`config.mk`:
```
export PLATFORM = sky130hd
export DESIGN_NAME = alu_issue_wb
export DESIGN_NICKNAME = d
export VERILOG_FILES = /design/src/rtl/alu_issue_pkg.sv /design/src/rtl/alu_issue_wb_regfile16.sv /design/src/rtl/alu_issue_wb.sv
export SDC_FILE = /design/constraint.sdc
export NUM_CORES = 1
export LEC_CHECK = 0
export ABC_AREA = 0
export CORE_ASPECT_RATIO = 2
export CORE_UTILIZATION = 35
export DETAILED_ROUTE_END_ITERATION = 12
export PLACE_DENSITY_LB_ADDON = 0.05
export SLEW_MARGIN = 20
export SYNTH_ARGS = -nofsm -noshare
export SYNTH_HDL_FRONTEND = slang
export SYNTH_HIERARCHICAL = 1
export SYNTH_SLANG_ARGS = --single-unit
export TNS_END_PERCENT = 50
```
`constraint.sdc`:
```
create_clock -name clock -period 2.14 [get_ports clock]
set_clock_uncertainty 0.1 [all_clocks]
set_input_delay 0.214 -clock clock [delete_from_list [all_inputs] [get_ports clock]]
set_output_delay 0.214 -clock clock [all_outputs]
set_load 0.02 [all_outputs]
```
`src/rtl/alu_issue_pkg.sv`:
```
// alu_issue_pkg: shared field positions, opcodes, PSR indices, FSM states and decoder.
// Contents: instruction field bounds, op/ext constants, PSR bit indices and masks,
//           state_e enum, dec_t decode record and the decode() helper.
package alu_issue_pkg;

    localparam int OP_MSB  = 15;
    localparam int OP_LSB  = 12;
    localparam int RD_MSB  = 11;
    localparam int RD_LSB  = 8;
    localparam int EXT_MSB = 7;
    localparam int EXT_LSB = 4;
    localparam int RS_MSB  = 3;
    localparam int RS_LSB  = 0;

    localparam logic [3:0] OP_REG       = 4'h0;
    localparam logic [3:0] OP_SHIFT     = 4'h8;
    localparam logic [3:0] OP_LUI       = 4'hF;
    localparam logic [3:0] OP_LOADSTORE = 4'h4;

    // The immediate-form op codes reuse the register-form ext codes.
    localparam logic [3:0] EXT_AND  = 4'h1;
    localparam logic [3:0] EXT_OR   = 4'h2;
    localparam logic [3:0] EXT_XOR  = 4'h3;
    localparam logic [3:0] EXT_ADD  = 4'h5;
    localparam logic [3:0] EXT_ADDU = 4'h6;
    localparam logic [3:0] EXT_SUB  = 4'h9;
    localparam logic [3:0] EXT_CMP  = 4'hB;
    localparam logic [3:0] EXT_MOV  = 4'hD;

    localparam int PSR_C = 0;
    localparam int PSR_L = 1;
    localparam int PSR_F = 2;
    localparam int PSR_Z = 3;
    localparam int PSR_N = 4;

    localparam logic [4:0] PSR_ADD_MASK = 5'(1 << PSR_F);
    localparam logic [4:0] PSR_CMP_MASK = 5'((1 << PSR_L) | (1 << PSR_Z) | (1 << PSR_N));

    typedef enum logic [1:0] {S_IDLE, S_ISSUE, S_WB} state_e;

    typedef struct packed {
        logic       legal;
        logic [7:0] opc;
        logic       imm_b;
        logic       zext;
        logic       we;
        logic [4:0] psr_mask;
    } dec_t;

    function automatic dec_t decode(input logic [15:0] ins);
        dec_t       d;
        logic [3:0] op;
        logic [3:0] ext;
        logic [3:0] cls;
        logic       imm_op;
        op     = ins[OP_MSB:OP_LSB];
        ext    = ins[EXT_MSB:EXT_LSB];
        imm_op = op inside {EXT_AND, EXT_OR, EXT_XOR, EXT_ADD, EXT_ADDU, EXT_SUB, EXT_CMP, EXT_MOV};
        // cls is the arithmetic class that drives writeback/PSR; shifts and LUI map to none.
        cls        = (op == OP_REG) ? ext : (imm_op ? op : 4'h0);
        d.legal    = (op == OP_REG) || (op == OP_SHIFT) || (op == OP_LUI) || imm_op;
        d.opc      = (op == OP_REG) ? {4'h0, ext} : (op == OP_SHIFT) ? {4'h8, ext} :
                     (op == OP_LUI) ? 8'hF0 : {4'h0, op};
        d.imm_b    = imm_op || (op == OP_LUI);
        d.zext     = (op == OP_LUI);
        d.we       = d.legal && (cls != EXT_CMP);
        d.psr_mask = (cls == EXT_ADD) ? PSR_ADD_MASK : (cls == EXT_CMP) ? PSR_CMP_MASK : 5'b0;
        return d;
    endfunction

endpackage

```
`src/rtl/alu_issue_wb_regfile16.sv`:
```
// regfile16: register file with two combinational read ports, a debug read port and one sync write port.
// Ports: clock, reset (sync, clears all registers), ra/rb/dbg address+data reads, we/wa/wd write.
// Option: ALU_ISSUE_R0_ZERO_EN makes R0 read as zero and discards writes to it.
module regfile16 #(
    parameter int NREGS = 16,
    parameter int WIDTH = 16
) (
    input  logic             clock,
    input  logic             reset,
    input  logic [3:0]       ra_addr,
    input  logic [3:0]       rb_addr,
    input  logic [3:0]       dbg_addr,
    output logic [WIDTH-1:0] ra_data,
    output logic [WIDTH-1:0] rb_data,
    output logic [WIDTH-1:0] dbg_data,
    input  logic             we,
    input  logic [3:0]       wa,
    input  logic [WIDTH-1:0] wd
);

`ifdef ALU_ISSUE_R0_ZERO_EN
    localparam bit R0Z = 1'b1;
`else
    localparam bit R0Z = 1'b0;
`endif

    logic [WIDTH-1:0] mem_q [NREGS];

    always_ff @(posedge clock) begin
        if (reset) begin
            for (int i = 0; i < NREGS; i++) mem_q[i] <= '0;
        end else if (we && !(R0Z && wa == 4'h0)) begin
            mem_q[wa] <= wd;
        end
    end

    assign ra_data  = (R0Z && ra_addr  == 4'h0) ? '0 : mem_q[ra_addr];
    assign rb_data  = (R0Z && rb_addr  == 4'h0) ? '0 : mem_q[rb_addr];
    assign dbg_data = (R0Z && dbg_addr == 4'h0) ? '0 : mem_q[dbg_addr];

endmodule

```
`src/rtl/alu_issue_wb.sv`:
```
// alu_issue_wb: serial decode/issue/writeback stage wrapped around an external registered ALU.
// Ports: clock, reset (sync active-high); instr_valid/instr/instr_ready handshake;
//        alu_opcode/alu_a/alu_b to the ALU, alu_result/alu_psr back from it;
//        psr architectural flags, illegal one-cycle pulse, dbg_addr/dbg_data register peek.
// Option: ALU_ISSUE_R0_ZERO_EN (handled in regfile16) hardwires R0 to zero.
module alu_issue_wb
    import alu_issue_pkg::*;
#(
    parameter int NREGS = 16,
    parameter int WIDTH = 16
) (
    input  logic             clock,
    input  logic             reset,
    input  logic             instr_valid,
    input  logic [15:0]      instr,
    output logic             instr_ready,
    output logic [7:0]       alu_opcode,
    output logic [WIDTH-1:0] alu_a,
    output logic [WIDTH-1:0] alu_b,
    input  logic [WIDTH-1:0] alu_result,
    input  logic [4:0]       alu_psr,
    output logic [4:0]       psr,
    output logic             illegal,
    input  logic [3:0]       dbg_addr,
    output logic [WIDTH-1:0] dbg_data
);

    state_e           state_q, state_d;
    dec_t             dec;
    logic             accept, busy;
    logic [WIDTH-1:0] ra_data, rb_data, b_src;
    logic [7:0]       opc_q;
    logic [WIDTH-1:0] a_q, b_q;
    logic [3:0]       rd_q;
    logic             we_q;
    logic [4:0]       mask_q, psr_q;
    logic             illegal_q;

    assign dec    = decode(instr);
    assign accept = (state_q == S_IDLE) && instr_valid;
    assign b_src  = !dec.imm_b ? rb_data :
                    dec.zext   ? {{(WIDTH-8){1'b0}}, instr[7:0]} : {{(WIDTH-8){instr[7]}}, instr[7:0]};

    regfile16 #(.NREGS(NREGS), .WIDTH(WIDTH)) u_rf (
        .clock    (clock),
        .reset    (reset),
        .ra_addr  (instr[RD_MSB:RD_LSB]),
        .rb_addr  (instr[RS_MSB:RS_LSB]),
        .dbg_addr (dbg_addr),
        .ra_data  (ra_data),
        .rb_data  (rb_data),
        .dbg_data (dbg_data),
        .we       ((state_q == S_WB) && we_q),
        .wa       (rd_q),
        .wd       (alu_result)
    );

    always_ff @(posedge clock) begin
        if (reset) state_q <= S_IDLE;
        else       state_q <= state_d;
    end

    always_comb begin
        state_d = (state_q == S_IDLE)  ? ((accept && dec.legal) ? S_ISSUE : S_IDLE) :
                  (state_q == S_ISSUE) ? S_WB : S_IDLE;
    end

    always_ff @(posedge clock) begin
        if (reset) begin
            opc_q     <= '0;
            a_q       <= '0;
            b_q       <= '0;
            rd_q      <= '0;
            we_q      <= 1'b0;
            mask_q    <= '0;
            psr_q     <= '0;
            illegal_q <= 1'b0;
        end else begin
            illegal_q <= accept && !dec.legal;
            if (accept && dec.legal) begin
                opc_q  <= dec.opc;
                a_q    <= ra_data;
                b_q    <= b_src;
                rd_q   <= instr[RD_MSB:RD_LSB];
                we_q   <= dec.we;
                mask_q <= dec.psr_mask;
            end
            // Only the flag bits owned by the instruction class are refreshed.
            if (state_q == S_WB) psr_q <= (psr_q & ~mask_q) | (alu_psr & mask_q);
        end
    end

    // Outside ISSUE/WB the ALU sees an all-zero opcode and operands.
    always_comb begin
        busy        = (state_q != S_IDLE);
        instr_ready = !busy;
        alu_opcode  = busy ? opc_q : 8'h00;
        alu_a       = busy ? a_q : '0;
        alu_b       = busy ? b_q : '0;
        psr         = psr_q;
        illegal     = illegal_q;
    end

endmodule

```
# Yosys cells after proc, flatten, opt, wreduce, memory -nomap -nowiden
# Memories as Yosys holds them, arrays and structs flattened. A register that Yosys moved wholly into a read port is not among the register bits.
# Cells that the tools add are included.
# word_totals
regBits	42
ram_bits	256
in_bits	44
output_inout_bits	63
n_memories	1
# memory_table
memory	depth	word_bits	read_ports	rd_clocked_by_memory_dff	wr	line	rtl
u_rf.mem_q	16	16	3	1	16	alu_issue_wb_regfile16.sv:27	logic [WIDTH-1:0] mem_q [NREGS];
# classes
eq_ne	15
muxes	23
bitwise_logic	4
reduce_logical	16
# op_table
operator	count
$mux W16	5
$mux W8	4
$eq A4 B4 Y1 const B	6
$reduce_or A16 Y1	1
$eq A4 B3 Y1 const B	3
$mux W4	3
$and A5 B5 Y5	2
$mux W5	2
$eq A4 B2 Y1 const B	2
$reduce_bool A8 Y1	1
$mux W1	7
$logic_and A1 B1 Y1	5
$not A5 Y5	1
$or A5 B5 Y5	1
$eq A4 B1 Y1 const B	1
$logic_not A4 Y1	1
$logic_or A1 B1 Y1	4
$mux W2	2
$ne A4 B4 Y1 const B	1
$eq A2 B1 Y1 const B	1
$eq A2 B2 Y1 const B	1
$logic_not A1 Y1	2
$logic_not A2 Y1	1
$reduce_bool A2 Y1	1

# Logic depth before layout (Yosys ltp)
# Gate-level depths: netlist of the first run.
# logic_depth
word_depth	7
depth_mapped	7
depth_no_buf	5

# By module
# The synthesis of the first run kept the hierarchy.
# modules_own_cells
module	n_inst	cells_each	area_per_inst_um2	seq_area_each_um2
regfile16	1	996	15265.9	7687.4
alu_issue_wb	1	312	2437.3	1041.0

# Least setup slack after synthesis of the first run
# No wires, ideal clock.
# synth_path
path_kind	reg2reg
startpoint	register state_q[1]
endpoint	memory u_rf.mem_q[0][0] (enable)
setup_time_ns	0.334
t_arrival_ns	1.913
setup_slack_ns	-0.207
stages_incl_launch_ff	6
synth_period_minus_slack_ns	2.347
path_cell_list	dfxtp_1 > nor2b_1 > and2_1 > or4b_4 > nor3_4 > or2_2
# synth_lines
element	line	rtl
start, declared	alu_issue_wb.sv:28	state_e state_q, state_d;
start signal, assigned	alu_issue_wb.sv:60	else state_q <= state_d;
end, declared	alu_issue_wb_regfile16.sv:27	

==> results of run 1 <==
==> cell usage after synthesis, drive strengths merged (20+ instances only) <==
cell type,number,share of area [%]
nor2b,46,1.6
dfxtp,52,5.9
nand2,117,2.5
and2,260,9.3
clkbuf,76,1.6
a21oi,54,1.5
a22oi,96,4.1
buf,48,1.4
nor2,21,0.52
o21ai,20,0.63
mux4,192,24
edfxtp,256,43
==> state kept, by name, summed over array words and instances, names as in the netlist, 2 cells and up, named ones only <==
name	flops
opc_q	6
a_q	16
b_q	16
mask_q	2
rd_q	4
state_q	2
u_rf/mem_q	256
==> layout by cell type, fill, tap and decap left out, drive strengths merged, types with 2 or more instances in the layout <==
master and n:
a211oi 2, a21boi 2, a21oi 54, a22oi 96
and2 260, and3 2, buf 264, clkbuf 51
clkdlybuf4s50 40, clkinv 5, dfxtp 52, dlygate4sd2 15
dlygate4sd3 2, edfxtp 256, inv 4, mux2i 9
mux4 192, nand2 117, nand2b 2, nand3 5
nand4b 2, nand4bb 2, nor2 21, nor2b 46
nor3 7, o21ai 20, or2 16, or3 3
or4 2
==> metrics by stage <==
stage | hold WS (ps) | power [mW] | instances
6_report | 92.9 | 14.8 | 2211
3_5_place_dp | 340 | 9.36 | 2126
4_1_cts | 65.4 | 14.9 | 2203
5_1_grt | 98.2 | 15.3 | 2211
2_1_floorplan | 250 | 8.21 | 1308
3_3_place_gp | 337 | 9.34 | 2126
==> where the power goes <==
group / switching, mW / total (mW) / leakage (nW) / internal [mW]
Clock: 2.42 / 5.47 / 0.500 / 3.05
Sequential: 0.162 / 6.87 / 3.06 / 6.71
Combinational: 1.22 / 2.43 / 4.83 / 1.21
Total: 3.81 / 14.8 / 8.39 / 11.0
==> worst max-delay path: stages, from the launching register on <==
cell      delay (ps)
edfxtp_1         420
mux4_2           490
a22oi_2          220
buf_4            160
nand2_4           50
buf_6            130
==> routing by layer <==
metal | GRT usage [%] | part of all wire, % | up-vias
met5 | 0 | 0 | -
met4 | 7.53 | 2.9 | 0
met3 | 2.19 | 4.2 | 80
met2 | 43.7 | 55 | 367
met1 | 27.4 | 38 | 6282
li1 | - | - | 5475
==> worst paths after layout <==
check / from / endpoint / depth (start not counted)
setup / recovery: u_rf/mem_q[8][10] / dbg_data[10] / 5
hold / removal: alu_psr[4] / flip-flop / 3
setup reg to reg: state_q[1] / u_rf/mem_q[0][0] / 6
hold reg to reg: opc_q[1] / opc_q[1] / 2
==> cell type report <==
type | count | share of cell area (%)
clock buffers | 51 | 4.27
clock inverters | 5 | 0.161
inverters | 4 | 0.0667
multi-input cells | 872 | 38.4
flip-flops and latches | 308 | 38.8
well taps | 649 | 3.61
repair buffers | 322 | 14.7
==> cell families after synthesis <==
| family | synth area share (%) |
|---|---|
| AOI/OAI and AO/OA | 6.83 |
| buffers and inverters | 3.14 |
| DFF | 49.3 |
| muxes | 25.0 |
| other | 0.0212 |
| and+or+nand+nor | 15.8 |
==> repair_timing <==
action | CTS | global route
buffers inserted | 18 | 8
cloned | 1 | 0
endpoints found under the hold margin | 2 | 0
gates resized for setup | 239 | 13
pin swaps | 30 | 8
endpoints found under the setup margin | 89 | 58
hold buffers | 2 | 0
==> metrics.md, run 1 <==
| Metric | Value |
|---|---|
| Global-route wire length before repair | 86600 um |
| Final setup margin | -250 ps |
| Post-synth cell types | 50 |
| Mapped Area | 17700 sq um |
| Sum Neg Setup Slack | -2610 ps |
| Number of flops mapped to enable cells by yosys | roughly 260 |
| PwrDens | 657 nW/um^2 |
| Clk root buf | clkbuf_16 |
| Post-detailed-route wirelength per cell | 26.7 um |
| Fmax | roughly 420 MHz |
| Initial antenna violation count | 0 |
| Reg clk slew, reported paths | about 70 ps |
| N_diodes | 0 |
| Synth-to-Final Area Change | 27.2% |
| CP Data Required Time | roughly 1800 ps |
| Slew Limit Headroom | 59.0% |
| VDD IR-drop max | about 0.53 mV |
| Vias in the first global route | 12800 |
| DRT Pass-1 Iters | 5 |
| Total Routing Usage GR | 23.3% |
| Setup-failing EPs final | 20 |
| Worst Max-Slew Pin Slew | slightly above 600 ps |
| Crit share post-route | 112% |
| Critical path type | flip-flop to primary output |
| CP endpoint kind | primary output |
| Row cnt | 116 |
| CTS tree | yes |
| Share of the yosys chip area belonging to registers | approximately 49% |
| FF+latch area | a little under 9000 sq um |
| Vias | about 12000 |
| Slew Limit Fails | 0 |
| Failing checks | setup timing |
| Post-Route WL | between 50000 and 60000 um |
| Synth Area per Inst | around 14 sq um |
| Multi-input logic area | approximately 8600 sq um |
| Final min period | 2390 ps |
| Port Buffer Count | between 100 and 150 |
| Clock sinks | ~300 |
| GP Congestion | 0.815 |
| Leakage power | 8.39 nW |
| Max_cap viols | 0 |
| Util after Layout | approximately 45% |
| Filler cells | 4676 |
| DP Wirelength | ~42000 um |
| Asr flop ratio synth | 0% |
| Hold crit path type | primary input to flip-flop |
| Design area | 22500 sq um |
| CP Max Fanout | 3 |
| Core area | 49900 sq um |
| RSZ-0062 raised after global routing | yes |
| Num CTS Buffers | 30 |
| Synth Net Count | 1352 |
| Final #Nets | about 1600 |
| Ports | between 100 and 150 |
| Largest net degree at the start of global routing | 46 |
| DP Area | about 21000 sq um |
| Ys Warns | 6 |
| Post-Place Worst Slack | -373 ps |
| Starting DRT DRC Count | about 960 |
| Starting Density | a little over a third |
| Die height | approximately 320 um |
| Status | finished with violations |
| CP arrival | 2080 ps |
| Total grt overflow | 0 |
| Layout cells sized above 1 | a little under two fifths |
| Cells after synthesis | 1308 |
| CTS H-tree depth | 1 |
| Die area | around 50000 sq um |
| DRC | 0 |
| Critical path launch point type | flip-flop |
| Post-route ant nets | 0 |
| Post-synth top flop | edfxtp_1 |
| Longest Clk Path Bufs | 3 |
| Die Span X | 161 um |
| Drt via density | 5.52 |
| Worst R2R Setup Slack | -10 ps |
| Clk_lat worst skew | roughly 600 ps |
| Final hold viol count | 0 |
| Flops & latches, synth | 308 |
Power figures use the tool's default switching activity.
==> inputs of run 2 (changes only) <==
ABC_AREA = not set   (was 0)
==> results of run 2 <==
Final layout, timing and power as in run 1 (identical DEF).
==> inputs of run 3 (changes only) <==
TNS_END_PERCENT = not set   (was 50)
==> metrics.md, run 3 (same netlist as run 1, synthesis figures left out) <==
| Metric | Value |
|---|---|
| Status | finished with violations |
| Failing checks | setup timing |
| WL met1 | 22700 um (about the same) |
| DRC | 0 (unchanged) |
| Critical path type | flip-flop to primary output |
| Worst R2R Setup Slack | 20 ps (+30 ps) |
| Combinational power share | 16.6% (about the same) |
| Clock sinks | 308 (unchanged) |
| RSZ-0062 raised after global routing | yes |
| Worst hold slack | 92.2 ps (-0.674 ps) |
| Largest net degree at the start of global routing | 46 (unchanged) |
| Vias | 12200 (+0.21%) |
| Post-Place Worst Slack | -373 ps (unchanged) |
| Most common cell after layout, fill and taps aside | edfxtp_1 |
| Reg clk slew, reported paths | 60 ps (about the same) |
| Crit path max-delay cell type | mux4_2 |
| Placed Cells incl. Taps | 2126 (unchanged) |
| Initial antenna violation count | 0 (unchanged) |
| Sw frac | 25.7% (about the same) |
| CP Data Required Time | 1830 ps (about the same) |
| Core area | 49900 sq um (unchanged) |
| Metal2 WL | 32400 um (+0.64%) |
| Critical path launch point type | flip-flop |
| N_diodes | 0 (unchanged) |
| Util after Layout | 45.3% (+0.19 points) |
| Final hold viol count | 0 (unchanged) |
| Num CTS Buffers | 30 (unchanged) |
| Ports | 107 (unchanged) |
| Starting DRT DRC Count | 913 (-4.6%) |
| Die Span X | 161 um (unchanged) |
| Final setup margin | -247 ps (+3.05 ps) |
| Max layer used | met4 |
| Die height | 320 um (unchanged) |
| Post-detailed-route wirelength per cell | 26.7 um (about the same) |
| Final #Nets | 1586 (+0.25%) |
| Global-route wire length before repair | 86600 um (about the same) |
| Post-route ant nets | 0 (unchanged) |
| Seq pwr share | 46.5% (about the same) |
| CP endpoint kind | primary output |
| VDD IR-drop max | 0.526 mV (-0.86%) |
| Leakage power | 8.40 nW (+0.17%) |
| Vias in the first global route | 12800 (+0.062%) |
| Clock power frac | 37.0% (about the same) |
| Int Power | 11.0 mW (+0.12%) |
| Worst Max-Slew Pin Slew | 628 ps (+16.1 ps) |
| Longest Clk Path Bufs | 3 (unchanged) |
| Most frequent cells in the layout | edfxtp_1, and2_1, mux4_2, buf_4, nand2_1 |
| Port Buffer Count | 104 (unchanged) |
| Die area | 51500 sq um (unchanged) |
| Net Sw Power | 3.81 mW (about the same) |
| Clk root buf | clkbuf_16 |
| Total power | 14.8 mW (about the same) |
| GP Congestion | 0.815 (unchanged) |
| CP Max Fanout | 3 (unchanged) |
| Layout cells sized above 1 | 38.3% (+0.22 points) |
| Drt via density | 5.52 (about the same) |
| Hold path startpoint | alu_psr[4] |
| Synth-to-Final Area Change | 27.7% |
| Crit share post-route | 112% (-0.14 points) |
| Largest register by flop count | u_rf/mem_q |
| Largest register FFs | 256 (unchanged) |
| Row cnt | 116 (unchanged) |
| CTS tree | yes |
| DP Wirelength | 42400 um (unchanged) |
| DRT Pass-1 Iters | 5 (unchanged) |
| Starting Density | 35.5% (unchanged) |
| Crit Reg-Reg Startpoint | state_q[1] |
| Top Registers | u_rf/mem_q (256), a_q (16), b_q (16) |
| Sum Neg Setup Slack | -2580 ps (+30.6 ps) |
| Total Routing Usage GR | 23.3% (about the same) |
| CP arrival | 2070 ps (about the same) |
| Hold crit path type | primary input to flip-flop |
| CTS H-tree depth | 1 (unchanged) |
| Final min period | 2390 ps (-3.05 ps) |
| Clk_lat worst skew | 600 ps (about the same) |
| Fmax | 419 MHz (+0.13%) |
| Max_cap viols | 0 (unchanged) |
| Beginning of the critical path | u_rf/mem_q[8][10] |
| Setup-failing EPs final | 16 (-20%) |
| Slew Limit Headroom | 58.0% (-1.1 points) |
| Crit-path cells | mux4_2 -> a22oi_2 -> buf_4 -> nand2_4 -> buf_6 |
| CP peak stage delay | 490 ps (about the same) |
| Metal3 WL | 2430 um (-2.7%) |
| PwrDens | 654 nW/um^2 (-0.32%) |
| Post-Route WL | 59100 um (+0.20%) |
| Fin cells | 2215 (+0.18%) |
| Slew Limit Fails | 0 (unchanged) |
| Design area | 22600 sq um (+0.41%) |
| Total grt overflow | 0 (unchanged) |
| DP Area | 21200 sq um (unchanged) |
-- run 3: layout make-up --
type | count | area, sq um
clock inverter | 5 | 36.3
sequential | 308 | 8730
timing repair buffer | 326 | 3390
inverter | 4 | 15.0
fill | 4669 | 27300
clock buffer | 51 | 961
tap | 649 | 812
multi-input combinational | 872 | 8660
-- run 3: power by group through the flow --
stage          registers [mW]  clock network (mW)  logic, mW
3_3_place_gp             7.00                   0       2.34
3_5_place_dp             7.00                   0       2.35
6_report                 6.87                5.47       2.45
5_1_grt                  6.90                5.80       2.59
2_1_floorplan            6.94                   0       1.28
4_1_cts                  6.87                5.64       2.44
-- run 3: metal layers --
metal  up-vias  track usage (%)
met2       361             43.7
met5         -                0
met3        79             2.19
met4         0             7.53
li1       5485                -
met1      6305             27.5
-- run 3: path summary, 6_finish.rpt --
check / to / cells past startpoint
worst min register to register: opc_q[1] / 2
worst min-delay path: flip-flop / 3
worst max register to register: u_rf/mem_q[1][0] / 7
worst max-delay path: dbg_data[10] / 5
-- run 3: worst max-delay path: cells and delay by family, from the launching register on --
kind / cells / cell delay [ps]
DFF: 1 / 410
AOI/OAI and AO/OA: 1 / 220
muxes: 1 / 490
buffers and inverters: 2 / 290
and+or+nand+nor: 1 / 50
-- run 3: what timing repair did --
action | CTS | global route
setup endpoints to repair | 89 | 138
gates resized for setup | 240 | 25
hold buffers | 2 | 0
cloned | 1 | 1
endpoints found under the hold margin | 2 | 0
pin swaps | 31 | 9
setup buffers | 21 | 8
